File: config.mk
export PLATFORM = sky130hd
export DESIGN_NAME = hazard_ctrl
export DESIGN_NICKNAME = d
export VERILOG_FILES = /design/src/rtl/hazard_ctrl.sv
export SDC_FILE = /design/constraint.sdc
export NUM_CORES = 1
export LEC_CHECK = 0
export ABC_CLOCK_PERIOD_IN_PS = 3780
export CORE_MARGIN = 2
export CORE_UTILIZATION = 25
export DETAILED_ROUTE_END_ITERATION = 6
export MAX_ROUTING_LAYER = met4
export PLACE_DENSITY = 0.88
export SLEW_MARGIN = 10
export SYNTH_ARGS = -nofsm -noshare
export SYNTH_HDL_FRONTEND = slang
export SYNTH_SLANG_ARGS = --single-unit
File: constraint.sdc
create_clock -name clk -period 3.78 [get_ports clk]
set_input_delay 0.756 -clock clk [delete_from_list [all_inputs] [get_ports clk]]
set_output_delay 0.756 -clock clk [all_outputs]
set_load 0.01 [all_outputs]
File: src/rtl/hazard_ctrl.sv
// Hazard/stall controller for the 5-stage RV32 pipeline: operand forwarding, load-use and branch handling, data-memory wait FSM.
// Optional HAZARD_PERF_EN adds saturating stall-cycle and flush-event counters.
module hazard_ctrl #(
    parameter int          REG_ADDR_W  = 5,
    parameter int          MEM_LATENCY = 1,
    parameter logic [1:0]  LOAD_SRC    = 2'b01
) (
    input  logic                  clk,
    input  logic                  rst,
    input  logic [REG_ADDR_W-1:0] Rs1_D,
    input  logic [REG_ADDR_W-1:0] Rs2_D,
    input  logic [REG_ADDR_W-1:0] Rs1_E,
    input  logic [REG_ADDR_W-1:0] Rs2_E,
    input  logic [REG_ADDR_W-1:0] Rd_E,
    input  logic [1:0]            resultSrc_E,
    input  logic                  PCsrc_E,
    input  logic [REG_ADDR_W-1:0] Rd_M,
    input  logic                  regWrite_M,
    input  logic                  memReq_M,
    input  logic [REG_ADDR_W-1:0] Rd_W,
    input  logic                  regWrite_W,
    output logic [1:0]            forwardA_E,
    output logic [1:0]            forwardB_E,
    output logic                  stall_F,
    output logic                  stall_D,
    output logic                  stall_E,
    output logic                  stall_M,
    output logic                  flush_D,
    output logic                  flush_E,
    output logic                  flush_W
`ifdef HAZARD_PERF_EN
    ,
    output logic [31:0]           stallCycles,
    output logic [31:0]           flushEvents
`endif
);

    typedef enum logic [1:0] {S_IDLE, S_WAIT, S_RELEASE} state_t;

    localparam logic       LAT_GT1    = (MEM_LATENCY > 1);
    localparam int         CNT_INIT_I = (MEM_LATENCY > 1) ? (MEM_LATENCY - 2) : 0;
    localparam logic [3:0] CNT_INIT   = CNT_INIT_I[3:0];

    state_t     r_state, w_next;
    logic [3:0] r_cnt, w_cnt_next;
    logic       w_memStall;
    logic       w_luh;

    function automatic logic [1:0] fwd_sel(
        input logic [REG_ADDR_W-1:0] rs,
        input logic [REG_ADDR_W-1:0] rd_m,
        input logic                  we_m,
        input logic [REG_ADDR_W-1:0] rd_w,
        input logic                  we_w
    );
        if (we_m && (rd_m != '0) && (rd_m == rs))
            return 2'b10;
        else if (we_w && (rd_w != '0) && (rd_w == rs))
            return 2'b01;
        else
            return 2'b00;
    endfunction

    always_comb begin
        forwardA_E = fwd_sel(Rs1_E, Rd_M, regWrite_M, Rd_W, regWrite_W);
        forwardB_E = fwd_sel(Rs2_E, Rd_M, regWrite_M, Rd_W, regWrite_W);
    end

    assign w_luh = (resultSrc_E == LOAD_SRC) && (Rd_E != '0) &&
                   ((Rd_E == Rs1_D) || (Rd_E == Rs2_D));

    // Memory wait FSM: IDLE cycle plus WAIT cycles give MEM_LATENCY-1 stalls, RELEASE lets M drain
    always_comb begin
        w_next     = r_state;
        w_cnt_next = r_cnt;
        w_memStall = 1'b0;
        case (r_state)
            S_IDLE: begin
                if (memReq_M && LAT_GT1) begin
                    w_memStall = 1'b1;
                    w_cnt_next = CNT_INIT;
                    w_next     = (CNT_INIT != 4'd0) ? S_WAIT : S_RELEASE;
                end
            end
            S_WAIT: begin
                w_memStall = 1'b1;
                w_cnt_next = r_cnt - 4'd1;
                if (r_cnt <= 4'd1)
                    w_next = S_RELEASE;
            end
            S_RELEASE: w_next = S_IDLE;
            default:   w_next = S_IDLE;
        endcase
    end

    always_ff @(posedge clk) begin
        if (rst) begin
            r_state <= S_IDLE;
            r_cnt   <= 4'd0;
        end else begin
            r_state <= w_next;
            r_cnt   <= w_cnt_next;
        end
    end

    // Priority: memory stall freezes everything, then branch redirect, then load-use bubble
    always_comb begin
        stall_F = 1'b0;
        stall_D = 1'b0;
        stall_E = 1'b0;
        stall_M = 1'b0;
        flush_D = 1'b0;
        flush_E = 1'b0;
        flush_W = 1'b0;
        if (!rst) begin
            if (w_memStall) begin
                stall_F = 1'b1;
                stall_D = 1'b1;
                stall_E = 1'b1;
                stall_M = 1'b1;
                flush_W = 1'b1;
            end else if (PCsrc_E) begin
                flush_D = 1'b1;
                flush_E = 1'b1;
            end else if (w_luh) begin
                stall_F = 1'b1;
                stall_D = 1'b1;
                flush_E = 1'b1;
            end
        end
    end

`ifdef HAZARD_PERF_EN
    logic [31:0] r_stallCycles, r_flushEvents;

    always_ff @(posedge clk) begin
        if (rst) begin
            r_stallCycles <= 32'd0;
            r_flushEvents <= 32'd0;
        end else begin
            if (stall_F && (r_stallCycles != 32'hFFFF_FFFF))
                r_stallCycles <= r_stallCycles + 32'd1;
            if (flush_E && (r_flushEvents != 32'hFFFF_FFFF))
                r_flushEvents <= r_flushEvents + 32'd1;
        end
    end

    assign stallCycles = r_stallCycles;
    assign flushEvents = r_flushEvents;
`endif

endmodule
==> metrics.cfg <==
[detailed_routing]
route.detailed.drc=0
drt_first_pass_iters=4
ant_nets=0
vias=565
drt-wirelength-per-cell_um=12.18
drt_wl_total_um=1596
drt_iter0_drc=5
post_drt_via_cell_ratio=4.313

[setup_path]
worst-path-max-fanout=3
path_class=in2out
crit_required_ns=3.02
path_buf_inv=2
worst_path_largest_cell_delay_ns=0.57
cp-start-kind=input pin
endpoint_kind=primary output
crit_top_cell=clkdlybuf4s50_1
crit_path_cell_trace=clkdlybuf4s50_1, or4_1, o21ai_2, nor4_1, nor4_2, clkdlybuf4s50_1
critPathSlowestCell=clkdlybuf4s50_1
worstPathArrival_ns=2.89
path_delay_family=buffers and inverters

[sta]
drv_slew=0
hold_slack_ns=2.521
fmax_mhz=274.2
rsz0062_at_grt=false
hold_viol_final=0
period_share_pct=96.49
setup_tns_ns=0
finalSetupViolations=0
period_needed_ns=3.647

[yosys]
ys_warn_count=0
syn_inst=58
synth_area_leaders=xor2_1 47%, xnor2_1 12%, or4_1 8.3%, buf_4 6.6%, nor4_2 5.5%
syn_area_um2=451.7
yosysTopAreaCellShare_pct=46.54
yosys.area.top_type=xor2_1
ys_seq_area_share_pct=0
ys_types=17
syn_avg_cell_area_um2=7.788

[cells_and_area]
final.clkbuf_count=0
final_common_cell=clkdlybuf4s50_1
nets=151
n_sequential_cell=0
utilization_pct=56.12
fillers=161
final_cell_mix=49 x clkdlybuf4s50_1, 24 x xor2_1, 6 x xnor2_1, 5 x or4_1
diodes=0
area_delta_synth_final_pct=112.2
regArea_um2=0
drive_above_1_share_pct=3.774
fin_area_um2=958.4

[power_and_ir_drop]
total_power_uw=94.96
p_leak_uw=0.0003427
p_per_area_mw_per_mm2=99.08
peakVddDrop_mv=0.04535

[die]
fp.dieH_um=46.51
row_count=15
die_w_um=46.51
coreArea_mm2=0.001708
start_util_pct=26.45
fp.dieArea_mm2=0.002163
io_pins=54

[job]
drv_cap=0

[clocking]
cts_resized=0
cts-hold-fix-buffers=0
cts_setup_buffers=0

[place]
finalWeightedCongestion=0.7182
place_area_um2=958.4
numPortBuffers=49
dp_hpwl_um=1502

[global_routing]
grt_max_degree=4
grt_usage_pct=15.67
antenna_found_initial=0
grt_overflow=0
grt_pass1_vias=561
grt_pass1_wl_um=2415

[hold_path]
hold_path.class=in2out

[run_status]
status=complete, no violations

==> power by group <==
group	internal, uW	switching, uW
sequential	0	0
clock	0	0
combinational	60.0	35.0
total	60.0	35.0
==> final timing paths <==
path / start / end / cells past startpoint
min: PCsrc_E / stall_F / 3
max: Rd_M[1] / forwardB_E[0] / 6
==> cell type report <==
cell class | count | area [um2] | area share, %
timing repair buffer | 50 | 498.0 | 51.96
multi-input combinational | 56 | 429.2 | 44.78
tap | 25 | 31.28 | 3.264
==> cell usage after synthesis <==
cell / number
xor2_1: 24
nor3_1: 3
nor4_1: 2
nor2_1: 2
nor2b_1: 1
buf_4: 4
a22oi_1: 1
nor3b_1: 1
or4_1: 5
conb_1: 1
o21ai_0: 1
nor4_2: 2
o21bai_1: 1
xnor2_1: 6
o21ai_2: 1
o21ai_1: 1
nand3_1: 2
==> through the flow <==
step | std cells | setup WS, ns
after floorplan | 60 | 1.124
after global placement | 131 | 0.1666
after detailed placement | 131 | 0.1294
after CTS | 131 | 0.1136
after global routing | 131 | 0.05603
final | 131 | 0.1326
==> kinds of logic after synthesis <==
family / Yosys count / share of synthesized area (%)
AO/OA/AOI/OAI: 5 / 7.479
XOR/XNOR: 30 / 58.17
buffers and inverters: 4 / 6.648
other: 1 / 0.8302
AND/OR/NAND/NOR: 18 / 26.87
==> layer usage <==
layer,wire length [um],vias up,track usage (%)
li1,-,296,-
met1,656,252,18.39
met2,861,17,30.56
met3,78,0,0.7843
met4,0,0,0
met5,0,-,-
Power figures use the tool's default switching activity.
